File: src/rtl/asu_ddr5_read_fsm.sv
// DDR5 PHY read-path control: waits the read latency, locks onto the DRAM read
// preamble, captures the DQ burst and checks the trailing CRC word.
module asu_ddr5_read_fsm #(
  parameter int pDRAM_SIZE = 4,
  parameter int pTIMEOUT   = 15
) (
  input  logic                      clk_i,
  input  logic                      rst_i,
  input  logic                      enable_i,
  input  logic                      rd_en_i,
  input  logic [5:0]                rd_latency_i,
  input  logic [1:0]                burstlength_i,
  input  logic                      crc_check_i,
  input  logic                      dqs_valid_i,
  input  logic [1:0]                dqs_i,
  input  logic [2*pDRAM_SIZE-1:0]   dq_i,
  input  logic [2*pDRAM_SIZE-1:0]   crc_code_i,
  output logic [2*pDRAM_SIZE-1:0]   rddata_o,
  output logic                      rddata_valid_o,
  output logic [2*pDRAM_SIZE-1:0]   crc_data_o,
  output logic                      crc_enable_o,
  output logic                      crc_error_o,
  output logic                      timeout_error_o,
  output logic                      rd_done_o,
  output logic                      rd_overrun_o,
  output logic                      busy_o
);

  localparam int DATA_W = 2 * pDRAM_SIZE;
  localparam int TMO_W  = $clog2(pTIMEOUT + 1);
  localparam logic [TMO_W-1:0] TMO_LAST = TMO_W'(pTIMEOUT - 1);

  typedef enum logic [2:0] {
    IDLE, LATENCY, PRE_WAIT, PRE_TGL, DATA, PAD, CRC, POSTAMBLE
  } state_t;

  state_t              state_q;
  logic [5:0]          lat_q;
  logic [2:0]          beat_q;
  logic [TMO_W-1:0]    tmo_q;
  logic                bl8_q, crc_chk_q, err_q;
  logic [DATA_W-1:0]   crc_rx_q, rddata_q, crc_data_q;
  logic                rddata_valid_q, crc_enable_q, crc_error_q;
  logic                timeout_q, rd_done_q, rd_overrun_q;

  function automatic logic last_beat(input logic [2:0] beat, input logic bl8);
    return bl8 ? (beat == 3'd3) : (beat == 3'd7);
  endfunction

  always_ff @(posedge clk_i) begin
    if (rst_i) begin
      state_q        <= IDLE;
      lat_q          <= '0;
      beat_q         <= '0;
      tmo_q          <= '0;
      bl8_q          <= 1'b0;
      crc_chk_q      <= 1'b0;
      err_q          <= 1'b0;
      crc_rx_q       <= '0;
      rddata_q       <= '0;
      crc_data_q     <= '0;
      rddata_valid_q <= 1'b0;
      crc_enable_q   <= 1'b0;
      crc_error_q    <= 1'b0;
      timeout_q      <= 1'b0;
      rd_done_q      <= 1'b0;
      rd_overrun_q   <= 1'b0;
    end else if (!enable_i) begin
      rddata_valid_q <= 1'b0;
      crc_enable_q   <= 1'b0;
      crc_error_q    <= 1'b0;
      timeout_q      <= 1'b0;
      rd_done_q      <= 1'b0;
      rd_overrun_q   <= 1'b0;
    end else begin
      rddata_valid_q <= 1'b0;
      crc_enable_q   <= 1'b0;
      crc_error_q    <= 1'b0;
      timeout_q      <= 1'b0;
      rd_done_q      <= 1'b0;
      rd_overrun_q   <= rd_en_i && (state_q != IDLE);
      case (state_q)
        IDLE: begin
          if (rd_en_i) begin
            bl8_q     <= (burstlength_i == 2'b01);
            crc_chk_q <= crc_check_i;
            lat_q     <= rd_latency_i;
            tmo_q     <= '0;
            err_q     <= 1'b0;
            state_q   <= (rd_latency_i == 6'd0) ? PRE_WAIT : LATENCY;
          end
        end
        LATENCY: begin
          lat_q <= lat_q - 6'd1;
          if (lat_q == 6'd1) state_q <= PRE_WAIT;
        end
        PRE_WAIT: begin
          if (tmo_q == TMO_LAST) begin
            state_q   <= IDLE;
            timeout_q <= 1'b1;
          end else begin
            tmo_q <= tmo_q + 1'b1;
            if (dqs_valid_i && dqs_i == 2'b00) state_q <= PRE_TGL;
          end
        end
        // A valid toggle on the final search cycle still wins over the timeout.
        PRE_TGL: begin
          if (dqs_valid_i && dqs_i == 2'b10) begin
            state_q <= DATA;
            beat_q  <= '0;
          end else if (tmo_q == TMO_LAST) begin
            state_q   <= IDLE;
            timeout_q <= 1'b1;
          end else begin
            tmo_q <= tmo_q + 1'b1;
            if (!(dqs_valid_i && dqs_i == 2'b00)) state_q <= PRE_WAIT;
          end
        end
        DATA: begin
          rddata_q       <= dq_i;
          crc_data_q     <= dq_i;
          rddata_valid_q <= 1'b1;
          crc_enable_q   <= 1'b1;
          beat_q         <= beat_q + 3'd1;
          if (last_beat(beat_q, bl8_q)) begin
            beat_q  <= '0;
            state_q <= !crc_chk_q ? POSTAMBLE : (bl8_q ? PAD : CRC);
          end
        end
        // BL8 bursts carry an all-ones pad in place of the missing beats.
        PAD: begin
          crc_data_q   <= dq_i;
          crc_enable_q <= 1'b1;
          if (dq_i != {DATA_W{1'b1}}) err_q <= 1'b1;
          beat_q <= beat_q + 3'd1;
          if (last_beat(beat_q, 1'b1)) state_q <= CRC;
        end
        CRC: begin
          crc_rx_q <= dq_i;
          state_q  <= POSTAMBLE;
        end
        POSTAMBLE: begin
          state_q     <= IDLE;
          rd_done_q   <= 1'b1;
          crc_error_q <= err_q || (crc_chk_q && (crc_rx_q != crc_code_i));
          err_q       <= 1'b0;
        end
        default: state_q <= IDLE;
      endcase
    end
  end

  assign rddata_o        = rddata_q;
  assign rddata_valid_o  = rddata_valid_q;
  assign crc_data_o      = crc_data_q;
  assign crc_enable_o    = crc_enable_q;
  assign crc_error_o     = crc_error_q;
  assign timeout_error_o = timeout_q;
  assign rd_done_o       = rd_done_q;
  assign rd_overrun_o    = rd_overrun_q;
  assign busy_o          = (state_q != IDLE);

endmodule

File: config.mk
export PLATFORM = sky130hd
export DESIGN_NAME = asu_ddr5_read_fsm
export DESIGN_NICKNAME = d
export VERILOG_FILES = /design/src/rtl/asu_ddr5_read_fsm.sv
export SDC_FILE = /design/constraint.sdc
export NUM_CORES = 1
export LEC_CHECK = 0
export CAP_MARGIN = 20
export CORE_MARGIN = 10
export CORE_UTILIZATION = 52
export CTS_BUF_LIST = sky130_fd_sc_hd__clkbuf_4 sky130_fd_sc_hd__clkbuf_8
export DETAILED_ROUTE_END_ITERATION = 12
export GPL_TIMING_DRIVEN = 0
export HOLD_SLACK_MARGIN = 0.06
export PLACE_DENSITY_LB_ADDON = 0.08
export SLEW_MARGIN = 0
export SYNTH_ARGS = -nofsm -noshare
export SYNTH_HDL_FRONTEND = slang
export SYNTH_SLANG_ARGS = --single-unit
File: constraint.sdc
create_clock -name clk_i -period 2.2 [get_ports clk_i]
set_clock_uncertainty 0.2 [all_clocks]
set_input_delay 0.44 -clock clk_i [delete_from_list [all_inputs] [get_ports clk_i]]
set_output_delay 0.44 -clock clk_i [all_outputs]
set_load 0.02 [all_outputs]
* Yosys cells after proc, flatten, opt, wreduce, memory -nomap -nowiden
Cells that the tools add are included.
Widths: inputs -> output; s select.
** Storage, ports and cells
- Bits in registers :: 49
- Output and inout bits :: 23
** Operators by class
- $add $sub $neg :: 3
- Equal/unequal tests :: 24
- Mux-type cells :: 32
- Bitwise operators :: 2
- Reductions and logical operators :: 25
** Operator list (count)
- $mux 3 :: 11
- $pmux 3 s8 :: 1
- $eq 3x3->1 const B :: 5
- $ne 2x2->1 const B :: 7
- $mux 4 :: 3
- $pmux 4 s3 :: 1
- $pmux 6 s2 :: 1
- $reduce_bool 3->1 :: 4
- $eq 3x2->1 const B :: 3
- $pmux 3 s3 :: 1
- $reduce_and 3->1 :: 3
- $mux 1 :: 8
- $ne 8x8->1 :: 1
- $ne 8x8->1 const B :: 1
- $reduce_and 4->1 :: 2
- $reduce_and 7->1 :: 1
- $eq 6x1->1 const B :: 1
- $logic_not 6->1 :: 1
- $mux 2 :: 3
- $mux 6 :: 1
- $reduce_and 2->1 :: 3
- $sub 6x1->6 const B :: 1
- $add 4x1->4 const B :: 1
- $eq 4x4->1 const B :: 1
- 16 further kinds :: 21

* Longest topological paths before layout
Gate-level depths: netlist (run 1).
- Depth in word-level cells :: 6
- Depth in mapped cells :: 7

* Least setup slack after synthesis (run 1)
Ideal clock, no wire load.
- Kind :: input to register
- Start point :: input port dqs_i[0]
- End point :: register state_q[0]
- Library setup time :: 0.070 ns
- Arrival :: 1.668 ns
- Setup slack :: 0.261 ns
- Stages :: 5
- Path buffers :: 0
- Cell sequence :: or3b_2 -> nand4_1 -> o2bb2ai_1 -> or4_1 -> a21oi_1
** Between the ends
- Longest elaborated chain between the ends :: 4
- Elaborated cells between the ends (all ways) :: 9
- Those cells by class :: 3 x eq/ne; 2 x mux; 4 x reduce/logical
** RTL lines
- from (decl) :: line 15 : input logic [1:0] dqs_i,
- $eq 2x2->1 or $logic_not 2->1 (tied branches) :: line 108, 103, 116
- $logic_and 1x1->1, on equally long branches :: line 108, 103, 116
- $ne 4x4->1 (no source line) (tied with other cells)
- $reduce_and 7->1 (no source line) or $pmux 3 s8 (tied branches)
- to (signal assigned) :: line 90 : state_q <= (rd_latency_i == 6'd0) ? PRE_WAIT : LATENCY;
- to (signal assigned) :: line 127 : state_q <= !crc_chk_q ? POSTAMBLE : (bl8_q ? PAD : CRC);
- to (decl) :: line 37 : state_t state_q;
Several ways; a longest one is shown, not always the timed one.
A chain may end at the register's enable or synchronous reset.

* Final worst setup path (run 1)
- Start point :: input port dqs_valid_i
- End point :: register state_q[0]
** Between the ends
- Longest elaborated chain between the ends :: 3
- Elaborated cells between the ends (all ways) :: 7
- Those cells by class :: 2 x eq/ne; 2 x mux; 3 x reduce/logical
** RTL lines
- from (decl) :: line 14 : input logic dqs_valid_i,
- $logic_and 1x1->1, on equally long branches :: line 103, 116, 108
- $ne 4x4->1 (no source line) (tied with other cells)
- $reduce_and 7->1 (no source line) or $pmux 3 s8 (tied branches)
Several ways; a longest one is shown, not always the timed one.

==> results of run 1 <==
## cell type report
class | count | area share, %
multi-input cells | 218 | 43.0
flip-flops and latches | 49 | 31.9
repair buffers | 52 | 16.9
clock buffers | 6 | 2.49
plain buffers | 16 | 2.36
well taps | 52 | 2.12
inverters | 6 | 0.733
clock inverters | 2 | 0.489
## state kept, by name (all words and copies together), names as in the netlist, 3 cells and up
name / count
lat_q: 6
crc_rx_q: 8
beat_q: 3
tmo_q: 4
state_q: 3
rddata_o: 8
crc_data_o: 8
## power breakdown
group,total [mW],internal [mW],switching (mW)
Sequential,0.925,0.907,0.0178
Clock,0.545,0.237,0.308
Combinational,0.329,0.152,0.177
## routing by layer
layer	GRT usage, %	wire (um)	vias up
li1	-	-	1123
met1	20.0	2690	1024
met2	26.5	2840	70
met3	5.34	530	9
met4	5.80	98	0
met5	0	0	-
## logic make-up after synthesis
family,synth area share [%]
compound gates,14.7
xor+xnor,4.06
fa+ha+maj,3.69
buf+inv,4.17
flops,41.4
mux,5.91
simple gates,26.1
## metrics by stage
stage / cells / hold slack, ns / power, mW / area [um^2]
final: 401 / 0.264 / 1.80 / 3070
after global placement: 394 / 0.241 / 1.26 / 2960
after global routing: 401 / 0.280 / 1.89 / 3070
after detailed placement: 394 / 0.249 / 1.26 / 2960
after floorplan: 290 / 0.236 / 1.14 / 2370
after CTS: 402 / 0.263 / 1.80 / 3060
## worst min path at each step
stage | cells after the start | endpoint | slack (ns)
floorplan | 2 | beat_q[1] | 0.24
global placement | 2 | rddata_o[1] | 0.24
detailed placement | 2 | rddata_o[5] | 0.25
CTS | 2 | rddata_o[5] | 0.26
global route | 2 | rddata_o[5] | 0.28
finish | 2 | rddata_o[1] | 0.26
## worst max-delay path: stages
cell,delay (ns)
clkdlybuf4s50_1,0.47
or3b_2,0.46
nand4_1,0.14
o2bb2ai_2,0.10
or4_4,0.42
a21oi_2,0.16
## synth_stat cells (4+ instances only)
master     n  area (um^2)
a21oi_1   29          145
buf_2      4         20.0
clkbuf_1  12         45.0
dfxtp_1   49          981
ha_1       7         87.6
inv_1      6         22.5
mux2i_1   14          140
nand2_1   42          158
nand3_1    6         30.0
nand4_1    4         25.0
nor2_1    39          146
nor3_1     4         20.0
o21ai_0   12         60.1
xnor2_1   11         96.3
## repair_timing
action | in CTS | in global routing
resized for setup | 5 | 7
pin swaps | 3 | 0
endpoints found under the setup margin | 2 | 21
gates cloned | 0 | 0
==> results.py, run 1 <==
metrics = {
    "final_layout": {
        "area_delta_synth_final_pct": 29.5,
        "antenna_cells": 0,
        "fillers": 367,
        "regArea_um2": 981,
        "layout_common_cells": "clkdlybuf4s50_1, dfxtp_1, nand2_1",
        "layout_commonest_cell": "clkdlybuf4s50_1",
        "drive_above_1_share_pct": 6.88,
        "final_nets": 387,
        "multi_input_area_um2": 1320,
        "utilization_pct": 70.0,
    },
    "synthesis": {
        "syn_area_um2": 2370,
        "async_flop_share_pct": 0,
        "synth-seq-cells": 49,
        "synth_edf_count": 0,
        "yosysWarnings": 0,
        "synthCells": 290,
        "synth_ff_type": "dfxtp_1",
        "syn_nets": 329,
        "avgSynthCellArea_um2": 8.18,
        "ys_types": 46,
        "synth.yosys.seq_area_share_pct": 41.4,
    },
    "placement": {
        "routabilityCongestion": 0.871,
        "hpwl_um": 4600,
        "pre_cts_slack_ns": -0.354,
        "port_buffers": 52,
    },
    "timing": {
        "tightest_slew_ns": 0.562,
        "setup_violations": 0,
        "finalCritPeriodShare_pct": 97.9,
        "fin_tns_setup_ns": 0,
        "rsz0062_at_grt": "false",
        "maxSlewHeadroom_pct": 62.6,
        "finalMaxSlewViolations": 0,
        "final-hold-violation-count": 0,
        "clock.fmax_mhz": 464,
        "fin_crit_ns": 2.15,
        "fin_ws_ns": 0.0464,
    },
    "clocking": {
        "cts_root_buffer": "clkbuf_8",
        "cts_buffers": 5,
        "cts_tree": "done",
        "cts.sinks": 49,
        "htree_levels": 2,
        "path_clk_slew_ns": 0.09,
        "cts_setup_buffers": 0,
        "insertion_delay_ns": 0.30,
        "cts_hold_buf": 0,
        "clk_path_buf_depth": 2,
    },
    "setup_path": {
        "arrival_ns": 2.19,
        "ff2ff_path_depth": 5,
        "critPathMaxFanout": 4,
        "worstSetupStartpointType": "primary input",
        "rr_startpoint": "tmo_q[1]",
        "crit_path_end_kind": "register",
        "crit_path_end": "state_q[0]",
        "cp.required_ns": 2.24,
        "worstSetupPathType": "primary input to register",
        "r2r_setup_slack_ns": 0.14,
        "r2r_end": "state_q[0]",
        "critPathLaunch": "dqs_valid_i",
    },
    "global_routing": {
        "grt_max_degree": 16,
        "overflow": 0,
        "grt_pass1_wl_um": 10100,
        "grtUsageTotal_pct": 16.4,
        "grt_pass1_vias": 2150,
        "antenna_found_initial": 0,
    },
    "power_and_ir_drop": {
        "leakagePower_nw": 1.15,
        "p_per_area_nw_per_um2": 586,
        "peakVddDrop_mv": 0.384,
    },
    "route": {
        "wl_um": 6160,
        "antenna_left": 0,
        "wl_per_cell_um": 15.4,
        "drt_pre_antenna_iters": 5,
        "drc": 0,
        "drtIter0Drc": 206,
        "drt-vias-per-instance": 5.55,
        "dr_total_vias": 2226,
    },
    "die": {
        "core_um2": 4380,
        "start_util_pct": 54.1,
        "die_h_um": 87.5,
        "ioPinCount": 55,
        "die_w_um": 87.5,
        "fp.dieArea_um2": 7660,
        "rows": 24,
    },
    "outcome": {
        "status": "complete, no violations",
    },
    "hold_path": {
        "worstHoldStart": "rddata_o[1]",
        "hold_class": "register to register",
    },
    "run": {
        "maxCapViolations": 0,
    },
}
Note: power is estimated with default switching activity, not from simulation.
==> run 2, diff against run 1 <==
--- a/config.mk
+++ b/config.mk
@@ -9,11 +9,11 @@
 export CORE_MARGIN = 10
 export CORE_UTILIZATION = 52
 export CTS_BUF_LIST = sky130_fd_sc_hd__clkbuf_4 sky130_fd_sc_hd__clkbuf_8
+export CTS_CLUSTER_SIZE = 14
 export DETAILED_ROUTE_END_ITERATION = 12
 export GPL_TIMING_DRIVEN = 0
 export HOLD_SLACK_MARGIN = 0.06
 export PLACE_DENSITY_LB_ADDON = 0.08
-export SLEW_MARGIN = 0
 export SYNTH_ARGS = -nofsm -noshare
 export SYNTH_HDL_FRONTEND = slang
 export SYNTH_SLANG_ARGS = --single-unit
==> results of run 2 <==
The final DEF is identical to that of run 1; final timing and power are the same.
==> run 3, diff against run 2 <==
--- a/config.mk
+++ b/config.mk
@@ -5,14 +5,14 @@
 export SDC_FILE = /design/constraint.sdc
 export NUM_CORES = 1
 export LEC_CHECK = 0
+export ABC_AREA = 1
 export CAP_MARGIN = 20
 export CORE_MARGIN = 10
-export CORE_UTILIZATION = 52
+export CORE_UTILIZATION = 53
 export CTS_BUF_LIST = sky130_fd_sc_hd__clkbuf_4 sky130_fd_sc_hd__clkbuf_8
 export CTS_CLUSTER_SIZE = 14
 export DETAILED_ROUTE_END_ITERATION = 12
 export GPL_TIMING_DRIVEN = 0
-export HOLD_SLACK_MARGIN = 0.06
 export PLACE_DENSITY_LB_ADDON = 0.08
 export SYNTH_ARGS = -nofsm -noshare
 export SYNTH_HDL_FRONTEND = slang
==> results.py, run 3 <==
metrics = {
    "outcome": {
        "status": "complete, no violations",
    },
    "synthesis": {
        "syn_nets": 394,
        "yosysWarnings": 0,
        "synth-seq-cells": 49,
        "synth.yosys.seq_area_share_pct": 36.6,
        "yosys.area.top_type": "dfxtp_1",
        "synth_most_common_cell": "nand2_1",
        "ys_types": 37,
        "yosys-top-cells-count": "nand2_1, dfxtp_1, inv_1",
        "synth_edf_count": 0,
        "synth_top_area_share_pct": 36.6,
        "syn_area_um2": 2680,
        "avgSynthCellArea_um2": 7.55,
        "synthTopCellsByArea": "dfxtp_1, nand2_1, inv_1",
        "synthCells": 355,
        "async_flop_share_pct": 0,
        "synth_ff_type": "dfxtp_1",
    },
    "timing": {
        "maxSlewHeadroom_pct": 60.4,
        "rsz0062_at_grt": "false",
        "tightest_slew_ns": 0.594,
        "finalCritPeriodShare_pct": 92.8,
        "fin_tns_setup_ns": 0,
        "fin_ws_ns": 0.158,
        "setup_violations": 0,
        "finalMaxSlewViolations": 0,
        "fin_crit_ns": 2.04,
        "hold_ws_ns": 0.269,
        "clock.fmax_mhz": 490,
        "final-hold-violation-count": 0,
    },
    "clocking": {
        "cts_root_buffer": "clkbuf_8",
        "path_clk_slew_ns": 0.09,
        "htree_levels": 2,
        "cts.sinks": 49,
        "cts_buffers": 5,
        "cts_tree": "done",
        "clk_path_buf_depth": 2,
        "insertion_delay_ns": 0.30,
    },
    "setup_path": {
        "crit_chain": "buf_4 -> inv_4 -> nand2_4 -> dlygate4sd2_1",
        "worstSetupPathType": "register to primary output",
        "worstSetupStartpointType": "register",
        "critPathMaxFanout": 10,
        "cpPeakStageDelay_ns": 0.35,
        "path_delay_family": "buffers and inverters",
        "cp.required_ns": 1.56,
        "path_buf_inv": 3,
        "cpMaxStageDelayCell": "dlygate4sd2_1",
        "crit_path_end_kind": "primary output",
        "arrival_ns": 1.40,
    },
    "die": {
        "die_w_um": 91.1,
        "ioPinCount": 55,
        "core_um2": 4820,
        "rows": 25,
        "die_h_um": 91.1,
        "fp.dieArea_um2": 8300,
        "start_util_pct": 55.7,
    },
    "power_and_ir_drop": {
        "leakagePower_nw": 1.32,
        "p_int_mw": 2.10,
        "switching_share_pct": 42.7,
        "seq_power_share_pct": 32.4,
        "p_per_area_nw_per_um2": 1070,
        "combPwrFrac_pct": 49.8,
        "peakVddDrop_mv": 0.739,
        "pwr-share-clk_pct": 17.8,
        "switching_power_mw": 1.56,
    },
    "route": {
        "drt_pre_antenna_iters": 4,
        "drtIter0Drc": 122,
        "drc": 0,
        "wl_um": 6610,
        "wl_per_cell_um": 13.7,
        "drt-vias-per-instance": 5.15,
        "dr_total_vias": 2489,
        "antenna_left": 0,
    },
    "final_layout": {
        "layoutNonFillerInstCount": 483,
        "layout_commonest_cell": "nand2_1",
        "fillers": 464,
        "final_nets": 454,
        "antenna_cells": 0,
        "layout_common_cells": "nand2_1, clkdlybuf4s50_1, dfxtp_1",
        "multi_input_area_um2": 1450,
        "regArea_um2": 982,
        "area_delta_synth_final_pct": 27.3,
        "drive_above_1_share_pct": 16.3,
        "final_area_um2": 3410,
    },
    "placement": {
        "routabilityCongestion": 0.819,
        "post_dp_cell_area_um2": 3300,
        "dp.cells": 475,
        "pre_cts_slack_ns": -0.281,
        "hpwl_um": 5130,
        "port_buffers": 53,
    },
    "global_routing": {
        "antenna_found_initial": 0,
        "grt_pass1_vias": 2362,
        "grtUsageTotal_pct": 15.7,
        "grt_max_degree": 16,
        "grt_pass1_wl_um": 11000,
        "overflow": 0,
    },
    "hold_path": {
        "hold_class": "register to register",
    },
    "run": {
        "maxCapViolations": 0,
    },
}
==> run 3: worst reg2reg max path, stage by stage (launching register included) <==
cell and delay, ns:
dfxtp_1 0.31, buf_4 0.18, inv_4 0.17, nand3_1 0.15, inv_2 0.16, nand2_1 0.08
buf_2 0.19, o21ai_1 0.14, a21oi_1 0.05
==> run 3: final cells by class <==
type	count	share of cell area, %
multi-input combinational	247	42.4
sequential	49	28.8
timing repair buffer	53	15.5
inverter	49	5.61
tap	67	2.46
clock buffer	6	2.24
buffer	10	1.87
clock inverter	2	1.14
==> run 3: through the flow <==
stage	power (mW)	utilization, %
floorplan	2.54	-
global placement	2.99	68.4
detailed placement	3.03	68.4
CTS	3.68	70.8
global route	3.93	70.9
finish	3.66	70.9
==> run 3: logic make-up after synthesis <==
group,after synthesis,share of synthesized area (%)
buffers and inverters,59,9.43
flip-flops,49,36.6
XOR/XNOR,6,1.96
AND/OR/NAND/NOR,163,30.9
adder cells (fa/ha/maj),7,3.27
AO/OA/AOI/OAI,71,17.8
==> run 3: timing repair <==
action	in CTS	in global routing
cloned	0	0
hold buffers	0	0
endpoints found under the setup margin	1	18
setup buffers	0	0
resized for setup	2	4
==> run 3: power groups by stage <==
stage / Clock, mW / Sequential (mW) / Combinational [mW]
global placement: 0 / 1.20 / 1.79
CTS: 0.665 / 1.18 / 1.83
finish: 0.650 / 1.19 / 1.82
detailed placement: 0 / 1.20 / 1.83
floorplan: 0 / 1.26 / 1.28
global route: 0.698 / 1.21 / 2.02
==> run 3: final timing paths <==
path | start | end | slack, ns | depth (start not counted)
worst min-delay path | crc_data_o[0] | crc_data_o[0] | 0.27 | 2
worst max register to register | state_q[0] | crc_rx_q[1] | 0.46 | 8
worst min register to register | crc_data_o[0] | crc_data_o[0] | 0.27 | 2
worst max-delay path | state_q[0] | busy_o | 0.16 | 4
==> run 3: metal layers <==
metal / global-route usage (%) / vias up / share of wire (%)
li1: - / 1283 / -
met1: 19.9 / 1127 / 46
met2: 26.4 / 67 / 47
met3: 3.05 / 12 / 4.8
met4: 4.31 / 0 / 1.5
met5: 0 / - / 0
